File: src/rtl/axis_pkt_arb_2to1_pkg.sv
// Shared definitions for the two-source packet arbiter: frame delimiters,
// FSM state encoding and one-hot grant encodings (also used by the frame parser).
package axis_pkt_arb_2to1_pkg;

  localparam logic [15:0] SOP_WORD_C = 16'h0a0a;
  localparam logic [15:0] EOP_WORD_C = 16'h0b0b;

  typedef enum logic [1:0] {
    ST_IDLE = 2'd0,
    ST_PASS = 2'd1,
    ST_DROP = 2'd2
  } state_t;

  typedef logic [1:0] grant_t;

  localparam grant_t GNT_NONE = 2'b00;
  localparam grant_t GNT_S0   = 2'b01;
  localparam grant_t GNT_S1   = 2'b10;

endpackage

File: src/rtl/axis_pkt_arb_2to1_if.sv
// AXI-Stream bundle used for both source ports and the shared master port.
interface axis_pkt_arb_2to1_if #(
  parameter int DATA_WIDTH = 16
) ();

  logic [DATA_WIDTH-1:0] tdata;
  logic [1:0]            tkeep;
  logic                  tvalid;
  logic                  tlast;
  logic                  tready;

  modport master (output tdata, output tkeep, output tvalid, output tlast, input tready);
  modport slave  (input tdata, input tkeep, input tvalid, input tlast, output tready);

endinterface

File: src/rtl/axis_pkt_arb_2to1_rr_arb2.sv
// Two-request round-robin picker. Produces a one-hot grant only while enabled;
// the last winner is remembered so a tie goes to the other source next time.
module axis_pkt_arb_2to1_rr_arb2
  import axis_pkt_arb_2to1_pkg::*;
(
  input  logic   clk,
  input  logic   resetn,
  input  logic   en,
  input  grant_t req,
  output grant_t gnt
);

  grant_t last_grant;

  always_comb begin
    gnt = GNT_NONE;
    if (en) begin
      case (req)
        2'b01:   gnt = GNT_S0;
        2'b10:   gnt = GNT_S1;
        2'b11:   gnt = (last_grant == GNT_S1) ? GNT_S0 : GNT_S1;
        default: gnt = GNT_NONE;
      endcase
    end
  end

  // Reset to source 1 so that source 0 wins the very first tie.
  always_ff @(posedge clk) begin
    if (!resetn) begin
      last_grant <= GNT_S1;
    end else if (gnt != GNT_NONE) begin
      last_grant <= gnt;
    end
  end

endmodule

File: src/rtl/axis_pkt_arb_2to1.sv
// Packet-granular 2:1 AXI-Stream arbiter: holds a grant for a whole frame,
// forwards good frames with zero latency and sinks/counts frames with a bad SOP.
module axis_pkt_arb_2to1
  import axis_pkt_arb_2to1_pkg::*;
#(
  parameter int                    DATA_WIDTH = 16,
  parameter logic [DATA_WIDTH-1:0] SOP_WORD   = SOP_WORD_C,
  parameter int                    CNT_WIDTH  = 8
) (
  input  logic                   clk,
  input  logic                   resetn,
  axis_pkt_arb_2to1_if.slave     s0,
  axis_pkt_arb_2to1_if.slave     s1,
  axis_pkt_arb_2to1_if.master    m,
  input  logic [1:0]             port_en,
  output grant_t                 grant,
  output logic [CNT_WIDTH-1:0]   drop_cnt
);

  function automatic logic [CNT_WIDTH-1:0] sat_inc(input logic [CNT_WIDTH-1:0] v);
    return (&v) ? v : v + 1'b1;
  endfunction

  state_t                 state, state_n;
  grant_t                 grant_n, pick;
  logic                   first_beat, first_n;
  logic [CNT_WIDTH-1:0]   drop_n;

  logic [DATA_WIDTH-1:0]  sel_data;
  logic [1:0]             sel_keep;
  logic                   sel_valid, sel_last, sel_ready;
  logic                   bad_first;

  axis_pkt_arb_2to1_rr_arb2 u_rr (
    .clk    (clk),
    .resetn (resetn),
    .en     (state == ST_IDLE),
    .req    ({s1.tvalid & port_en[1], s0.tvalid & port_en[0]}),
    .gnt    (pick)
  );

  // Granted-source mux; everything reads zero when nobody owns the port.
  always_comb begin
    sel_data  = '0;
    sel_keep  = '0;
    sel_valid = 1'b0;
    sel_last  = 1'b0;
    case (grant)
      GNT_S0: begin
        sel_data  = s0.tdata;
        sel_keep  = s0.tkeep;
        sel_valid = s0.tvalid;
        sel_last  = s0.tlast;
      end
      GNT_S1: begin
        sel_data  = s1.tdata;
        sel_keep  = s1.tkeep;
        sel_valid = s1.tvalid;
        sel_last  = s1.tlast;
      end
      default: ;
    endcase
  end

  assign bad_first = first_beat && (sel_data != SOP_WORD);

  always_ff @(posedge clk) begin
    if (!resetn) begin
      state      <= ST_IDLE;
      grant      <= GNT_NONE;
      first_beat <= 1'b1;
      drop_cnt   <= '0;
    end else begin
      state      <= state_n;
      grant      <= grant_n;
      first_beat <= first_n;
      drop_cnt   <= drop_n;
    end
  end

  always_comb begin
    state_n = state;
    grant_n = grant;
    first_n = first_beat;
    drop_n  = drop_cnt;
    case (state)
      ST_IDLE: begin
        if (pick != GNT_NONE) begin
          grant_n = pick;
          first_n = 1'b1;
          state_n = ST_PASS;
        end
      end
      ST_PASS: begin
        if (bad_first) begin
          // Bad first beat is always consumed; a lone-beat frame ends here.
          if (sel_valid) begin
            first_n = 1'b0;
            if (sel_last) begin
              drop_n  = sat_inc(drop_cnt);
              grant_n = GNT_NONE;
              state_n = ST_IDLE;
            end else begin
              state_n = ST_DROP;
            end
          end
        end else if (sel_valid && m.tready) begin
          first_n = 1'b0;
          if (sel_last) begin
            grant_n = GNT_NONE;
            state_n = ST_IDLE;
          end
        end
      end
      ST_DROP: begin
        if (sel_valid && sel_last) begin
          drop_n  = sat_inc(drop_cnt);
          grant_n = GNT_NONE;
          state_n = ST_IDLE;
        end
      end
      default: begin
        grant_n = GNT_NONE;
        state_n = ST_IDLE;
      end
    endcase
  end

  always_comb begin
    m.tdata   = sel_data;
    m.tkeep   = sel_keep;
    m.tlast   = sel_last;
    m.tvalid  = 1'b0;
    sel_ready = 1'b0;
    case (state)
      ST_PASS: begin
        if (bad_first) begin
          sel_ready = 1'b1;
        end else begin
          m.tvalid  = sel_valid;
          sel_ready = m.tready;
        end
      end
      ST_DROP: sel_ready = 1'b1;
      default: ;
    endcase
    s0.tready = (grant == GNT_S0) && sel_ready;
    s1.tready = (grant == GNT_S1) && sel_ready;
  end

endmodule
File: src/flat_wrapper.sv
// flat-port wrapper written by rule: the top's interface ports become plain ports
module axis_pkt_arb_2to1_flat import axis_pkt_arb_2to1_pkg::*;
#(
  parameter int                    DATA_WIDTH = 16,
  parameter logic [DATA_WIDTH-1:0] SOP_WORD   = SOP_WORD_C,
  parameter int                    CNT_WIDTH  = 8
)
  (clk, resetn, port_en, grant, drop_cnt, s0_tdata, s0_tkeep, s0_tvalid, s0_tlast, s0_tready, s1_tdata, s1_tkeep, s1_tvalid, s1_tlast, s1_tready, m_tdata, m_tkeep, m_tvalid, m_tlast, m_tready);
  axis_pkt_arb_2to1_if #(.DATA_WIDTH(DATA_WIDTH)) s0_i ();
  axis_pkt_arb_2to1_if #(.DATA_WIDTH(DATA_WIDTH)) s1_i ();
  axis_pkt_arb_2to1_if #(.DATA_WIDTH(DATA_WIDTH)) m_i ();
  input  logic clk;
  input  logic resetn;
  input  logic [1:0] port_en;
  output grant_t grant;
  output logic [CNT_WIDTH-1:0] drop_cnt;
  input wire logic [$bits(s0_i.tdata)-1:0] s0_tdata;
  input wire logic [$bits(s0_i.tkeep)-1:0] s0_tkeep;
  input wire logic [$bits(s0_i.tvalid)-1:0] s0_tvalid;
  input wire logic [$bits(s0_i.tlast)-1:0] s0_tlast;
  output wire logic [$bits(s0_i.tready)-1:0] s0_tready;
  input wire logic [$bits(s1_i.tdata)-1:0] s1_tdata;
  input wire logic [$bits(s1_i.tkeep)-1:0] s1_tkeep;
  input wire logic [$bits(s1_i.tvalid)-1:0] s1_tvalid;
  input wire logic [$bits(s1_i.tlast)-1:0] s1_tlast;
  output wire logic [$bits(s1_i.tready)-1:0] s1_tready;
  output wire logic [$bits(m_i.tdata)-1:0] m_tdata;
  output wire logic [$bits(m_i.tkeep)-1:0] m_tkeep;
  output wire logic [$bits(m_i.tvalid)-1:0] m_tvalid;
  output wire logic [$bits(m_i.tlast)-1:0] m_tlast;
  input wire logic [$bits(m_i.tready)-1:0] m_tready;
  assign s0_i.tdata = s0_tdata;
  assign s0_i.tkeep = s0_tkeep;
  assign s0_i.tvalid = s0_tvalid;
  assign s0_i.tlast = s0_tlast;
  assign s0_tready = s0_i.tready;
  assign s1_i.tdata = s1_tdata;
  assign s1_i.tkeep = s1_tkeep;
  assign s1_i.tvalid = s1_tvalid;
  assign s1_i.tlast = s1_tlast;
  assign s1_tready = s1_i.tready;
  assign m_tdata = m_i.tdata;
  assign m_tkeep = m_i.tkeep;
  assign m_tvalid = m_i.tvalid;
  assign m_tlast = m_i.tlast;
  assign m_i.tready = m_tready;
  axis_pkt_arb_2to1 #(.DATA_WIDTH(DATA_WIDTH), .SOP_WORD(SOP_WORD), .CNT_WIDTH(CNT_WIDTH)) u_core (.clk(clk), .resetn(resetn), .s0(s0_i), .s1(s1_i), .m(m_i), .port_en(port_en), .grant(grant), .drop_cnt(drop_cnt));
endmodule
File: config.mk
export PLATFORM = sky130hd
export DESIGN_NAME = axis_pkt_arb_2to1_flat
export DESIGN_NICKNAME = d
export VERILOG_FILES = /design/src/rtl/axis_pkt_arb_2to1_pkg.sv /design/src/rtl/axis_pkt_arb_2to1_if.sv /design/src/rtl/axis_pkt_arb_2to1_rr_arb2.sv /design/src/rtl/axis_pkt_arb_2to1.sv /design/src/flat_wrapper.sv
export SDC_FILE = /design/constraint.sdc
export NUM_CORES = 1
export LEC_CHECK = 0
export ABC_AREA = 1
export CORE_ASPECT_RATIO = 1.1
export CORE_MARGIN = 2
export CORE_UTILIZATION = 41
export CTS_CLUSTER_SIZE = 12
export DETAILED_ROUTE_END_ITERATION = 12
export GPL_TIMING_DRIVEN = 0
export PLACE_DENSITY = 0.84
export SYNTH_ARGS = -nofsm -noshare
export SYNTH_HDL_FRONTEND = slang
export SYNTH_SLANG_ARGS = --single-unit
File: constraint.sdc
create_clock -name clk -period 5.6 [get_ports clk]
set_input_delay 0.56 -clock clk [delete_from_list [all_inputs] [get_ports clk]]
set_output_delay 0.56 -clock clk [all_outputs]
set_load 0.005 [all_outputs]
==> flow_summary.ini, run 1 <==
[run_status]
outcome = complete, no violations

[die]
coreArea_um2 = 3070
rows = 21
fp.dieH_um = 64.0
initial_core_util_pct = 43.7
ios = 77
die-area_um2 = 3750
die_w_um = 58.6

[synthesis]
yosysTopAreaCellShare_pct = 26.0
synth.area.top_cells = nand2_1 26%, dfxtp_1 22%, a21oi_1 7.1%, inv_1 6.7%, nor2_1 5.9%
synth_top_family_by_area = simple AND/OR/NAND/NOR gates
ys_types = 26
synth_area_leader_cell = nand2_1
avgSynthCellArea_um2 = 5.86
syn-cell-area_um2 = 1340
synth_edf_count = 0
synthTopCellsByCount = 93 x nand2_1, 24 x inv_1, 21 x nor2_1
yosysSeqAreaShare_pct = 22.4
synthAdderAreaFrac_pct = 5.59
yosysWarningCount = 0
async_reset_ff_share_pct = 0
yosys.area_share.xor_xnor_pct = 4.57
synthCells = 229
synth_compound_area_share_pct = 13.5
yosysMostFrequentCell = nand2_1
yosys.area_share.simple_pct = 43.9
ys_ff_latch = 15
synthMuxAreaShare_pct = 0
synth_nets = 280
synthFlopType = dfxtp_1

[detailed_routing]
dr.pass1.iters = 4
routed-via-count = 1665
wirelength_um = 4090
drtIter0Drc = 86
route.met2.wl_um = 1900
drc_errors = 0
wl_per_cell_um = 12.0
wl_met1_um = 1860
wl_met3_um = 302
vias_per_cell = 4.87
highest_layer = met4
ant_nets = 0

[timing]
finClkSkew_ns = 0.00524
slew_headroom_pct = 69.0
setup_viol = 0
tightest_slew_ns = 0.465
finalSetupTns_ns = 0
max_freq_ghz = 0.309
finalHoldViolCount = 0
slew_viol_final = 0
fin_crit_ns = 3.24
period_share_pct = 57.8
rsz0062_at_grt = no

[cts]
numClockSinks = 15
cts_buffers = 3
cts_buffer_depth = 2
clk_pin_slew_ns = 0.08
post_cts.repair.setup_buffers = 0
cts_resized = 0
h-tree-depth = 1
cts_hold_buf = 0
cts_tree = done
insertion_delay_ns = 0.28
cts-root-buf = clkbuf_4

[place]
io_buffers = 75
dp.cells = 338
dp_hpwl_um = 3370
gp_congestion = 0.857

[layout]
area_growth_pct = 61.1
instances_no_fill = 342
final_layout_size_suffix_gt1_share_pct = 6.49
fill_cells = 265
num_antenna_cells = 0
fin_nets = 360

[pwr]
peakVddDrop_mv = 0.224
leakage_nw = 1.01
switching_share_pct = 45.2
pwr-share-comb_pct = 66.5
switching_power_w = 0.000265
p_clk_share_pct = 10.1
intPower_w = 0.000321
seq_power_share_pct = 23.4
powerDensity_nw_per_um2 = 271

[hold_path]
hold_path.class = reg -> reg

[critical_path]
required_ns = 5.04
crit_path_frequent_cell = nor2_1
cp_max_fo = 10
crit_slowest_cell = clkdlybuf4s50_1
endpoint_kind = primary output
max_stage_delay_ns = 0.47
worst_setup_path_start_kind = flop
critical_path_class = reg -> out
arrival_ns = 2.68
crit_chain = inv_1, ha_1, inv_2, nand2_1, nor2_1, nand2_1, nor2_1, nand2_2, nand2_4, a21oi_1, o21ai_0, nor2_1, clkdlybuf4s50_1

[global_route]
grt_pass1_wl_um = 6870
overflow = 0
track_usage_pct = 22.8
grt_pass1_vias = 1546
antenna_found_initial = 0
grt_max_degree = 11

[run]
maxCapViolCount = 0
## flip-flops by register name (all words and copies together), names as in the netlist
register,flops
u_core.drop_cnt,8
u_core.first_beat,1
u_core.grant,2
u_core.state,2
u_core.u_rr.last_grant,2
## layer usage
metal	up-vias	global-route usage (%)
li1	877	-
met1	729	29.1
met2	55	39.3
met3	4	4.05
met4	0	4.94
met5	-	0
## per-stage QoR
step | util, % | total power [W] | hold slack [ns] | setup slack (ns) | instance area [um^2]
after floorplan | - | 0.000390 | 0.443 | 3.36 | 1340
after global placement | 69.5 | 0.000525 | 0.459 | 2.54 | 2140
after detailed placement | 69.5 | 0.000530 | 0.460 | 2.52 | 2140
after CTS | 70.4 | 0.000590 | 0.485 | 2.34 | 2160
after global routing | 70.4 | 0.000647 | 0.501 | 2.09 | 2160
final | 70.4 | 0.000586 | 0.480 | 2.36 | 2160
## path summary, 6_finish.rpt
| check | slack [ns] | from | cells after the start | end |
|---|---|---|---|---|
| worst max-delay path | 2.36 | u_core.grant[0] | 13 | s1_tready |
| worst min-delay path | 0.48 | u_core.u_rr.last_grant[0] | 1 | u_core.u_rr.last_grant[0] |
| worst max register to register | 3.53 | u_core.grant[0] | 14 | u_core.drop_cnt[1] |
| worst min register to register | 0.48 | u_core.u_rr.last_grant[0] | 1 | u_core.u_rr.last_grant[0] |
## logic make-up (layout without fill, tap and decap cells)
family,count (synthesis),in the layout
buf+inv,32,111
compound gates,34,34
simple gates,135,135
fa+ha+maj,6,6
xor+xnor,7,7
flops,15,15
## placed cells by master (no fill, tap or decap), types with 3 or more instances in the layout
| master | netlist | final |
|---|---|---|
| dfxtp_1 | 15 | 15 |
| o21ai_1 | 3 | 3 |
| nand3_1 | 9 | 9 |
| o21ai_0 | 8 | 8 |
| a21oi_1 | 19 | 19 |
| inv_1 | 24 | 24 |
| xor2_1 | 5 | 5 |
| clkdlybuf4s50_1 | 0 | 75 |
| nand2_1 | 93 | 93 |
| nor2_1 | 21 | 21 |
| ha_1 | 6 | 6 |
| clkbuf_4 | 0 | 3 |
| buf_4 | 4 | 4 |
## power by group through the flow
stage | clock network, W | logic [W] | registers [W]
floorplan | 0 | 0.000253 | 0.000138
global placement | 0 | 0.000387 | 0.000139
detailed placement | 0 | 0.000391 | 0.000139
CTS | 0.0000601 | 0.000393 | 0.000137
global route | 0.0000650 | 0.000443 | 0.000140
finish | 0.0000594 | 0.000390 | 0.000137
## worst max-delay path: cells and delay by family, from the launching register on
family / cells / cell delay, ns
AO/OA/AOI/OAI: 2 / 0.30
buffers and inverters: 3 / 0.73
adder cells (fa/ha/maj): 1 / 0.38
flip-flops: 1 / 0.36
AND/OR/NAND/NOR: 7 / 0.65
## area by class of cell
type	count	area, um^2	share of cell area (%)
well taps	34	42.5	1.97
repair buffers	75	751	34.7
plain buffers	6	37.5	1.74
clock inverters	1	5.00	0.231
clock buffers	3	22.5	1.04
flip-flops and latches	15	300	13.9
inverters	26	97.6	4.51
multi-input cells	182	907	41.9
(Power assumes the default switching activity.)
==> inputs of run 2 (changes only) <==
--- a/config.mk
+++ b/config.mk
@@ -8,11 +8,11 @@
 export ABC_AREA = 1
 export CORE_ASPECT_RATIO = 1.1
 export CORE_MARGIN = 2
-export CORE_UTILIZATION = 41
+export CORE_UTILIZATION = 35
 export CTS_CLUSTER_SIZE = 12
 export DETAILED_ROUTE_END_ITERATION = 12
 export GPL_TIMING_DRIVEN = 0
-export PLACE_DENSITY = 0.84
+export PLACE_DENSITY = 0.76
 export SYNTH_ARGS = -nofsm -noshare
 export SYNTH_HDL_FRONTEND = slang
 export SYNTH_SLANG_ARGS = --single-unit
==> constraint.sdc (replaced) <==
create_clock -name clk -period 2.8 [get_ports clk]
set_input_delay 0.28 -clock clk [delete_from_list [all_inputs] [get_ports clk]]
set_output_delay 0.28 -clock clk [all_outputs]
set_load 0.005 [all_outputs]
==> run 2 against run 1 <==
  * Flip-flop and latch count is the same
  * Core utilization down 8.6 points
  * Power is 120% higher
  * Sequential share of layout area shrank 0.35 points
  * Die area increased by 16%
  * Global-route usage fell by 2.0 points
==> flow_summary.ini, run 2 (same netlist as run 1, synthesis figures left out) <==
[die]
die_w_um = 63.1
ios = 77
fp.dieH_um = 69.0
die-area_um2 = 4350
coreArea_um2 = 3650
initial_core_util_pct = 36.7
rows = 23

[detailed_routing]
vias_per_cell = 4.73
routed-via-count = 1699
wl_per_cell_um = 12.0
drtIter0Drc = 73
dr.pass1.iters = 4
wirelength_um = 4300
drc_errors = 0
ant_nets = 0

[timing]
slew_viol_final = 0
rsz0062_at_grt = no
finalSetupTns_ns = 0
fin_crit_ns = 2.42
tightest_slew_ns = 0.468
finClkSkew_ns = 0.000588
slew_headroom_pct = 68.8
setup_viol = 0
period_share_pct = 86.5
max_freq_ghz = 0.413
finalHoldViolCount = 0
fin_ws_ns = 0.378

[global_route]
grt_pass1_vias = 1638
grt_max_degree = 11
grt_pass1_wl_um = 7290
track_usage_pct = 20.8
antenna_found_initial = 0
overflow = 0

[place]
io_buffers = 75
dp_hpwl_um = 3480
dpl_worst_slack_ns = 0.0772
gp_congestion = 0.805

[layout]
multi_input_area_um2 = 931
fill_cells = 372
final_layout_size_suffix_gt1_share_pct = 9.06
ff_latch_area_um2 = 305
largest-register = u_core.drop_cnt
num_antenna_cells = 0
layout_commonest_cell = nand2_1
largest_reg_flops = 8
fin_nets = 361
mostFrequentLayoutCells = 92 x nand2_1, 72 x clkdlybuf4s50_1, 24 x inv_1
area_growth_pct = 68.0

[run_status]
outcome = complete, no violations

[cts]
numClockSinks = 15
cts_tree = done
insertion_delay_ns = 0.25
cts_hold_buf = 0
cts-root-buf = clkbuf_8
cts_buffer_depth = 2
clk_pin_slew_ns = 0.06
cts_buffers = 3
h-tree-depth = 1

[critical_path]
required_ns = 2.52
worst_setup_path_start_kind = flop
endpoint_kind = primary output
critical_path_class = reg -> out
cp_max_fo = 10
arrival_ns = 2.14

[pwr]
leakage_nw = 1.08
powerDensity_nw_per_um2 = 565
p_total_w = 0.00128
peakVddDrop_mv = 0.370

[run]
maxCapViolCount = 0

[hold_path]
hold_path.class = in -> reg
run 2: cell count changes in the layout (fill, tap and decap cells not counted), sizes merged:
cell,previous run,this run
clkdlybuf4s50,75,72
dlymetal6s2s,0,3
buf,4,5
run 2: layout make-up:
| cell class | instances | share of cell area (%) |
|---|---|---|
| Sequential cell | 15 | 13.5 |
| Buffer | 6 | 2.00 |
| Timing Repair Buffer | 76 | 33.9 |
| Tap cell | 50 | 2.77 |
| Clock inverter | 1 | 0.222 |
| Clock buffer | 3 | 1.83 |
| Multi-Input combinational cell | 182 | 41.3 |
| Inverter | 26 | 4.44 |
run 2: worst paths after layout:
path                                                   to  cells after the start                       from  slack [ns]
worst min-delay path                    u_core.first_beat                      2                     resetn        0.35
worst min register to register  u_core.u_rr.last_grant[0]                      1  u_core.u_rr.last_grant[0]        0.48
worst max-delay path                            s0_tready                     15            u_core.grant[1]        0.38
worst max register to register          u_core.first_beat                     15            u_core.grant[1]        0.79
run 2: metal layers:
layer	share of wire [%]	track usage, %
met3	6.4	2.76
met5	0	0
met4	0.84	5.83
met2	46	37.9
met1	47	26.0
run 2: what timing repair did:
| action | in CTS | in global routing |
|---|---|---|
| pin swaps | 1 | 4 |
| setup buffers | 0 | 1 |
| gates resized for setup | 5 | 11 |
| endpoints found under the setup margin | 3 | 3 |
run 2: critical path, cell delays in order, from the launching register on:
cell and delay (ns):
dfxtp_4 0.35, inv_1 0.08, ha_2 0.21, buf_6 0.15
nand2_1 0.06, nand2_1 0.06, nand2_1 0.06, nor2_1 0.10
nand2_1 0.06, nor2_2 0.13, nand2_2 0.09, nand2_4 0.09
a21oi_1 0.06, o21ai_1 0.18, nor2_1 0.06, dlymetal6s2s_1 0.16
run 2: report_power, final:
group / total [W] / switching [W] / internal (W)
combinational: 0.000820 / 0.000454 / 0.000365
sequential: 0.000280 / 0.0000287 / 0.000251
clock: 0.000176 / 0.0000776 / 0.0000986
run 2: stage by stage:
step	instances	hold slack, ns	util (%)	area (um^2)
after floorplan	229	0.443	-	1340
after global placement	354	0.460	59.0	2160
after detailed placement	354	0.457	59.0	2160
after CTS	358	0.352	60.5	2210
after global routing	359	0.389	61.7	2260
final	359	0.345	61.7	2260
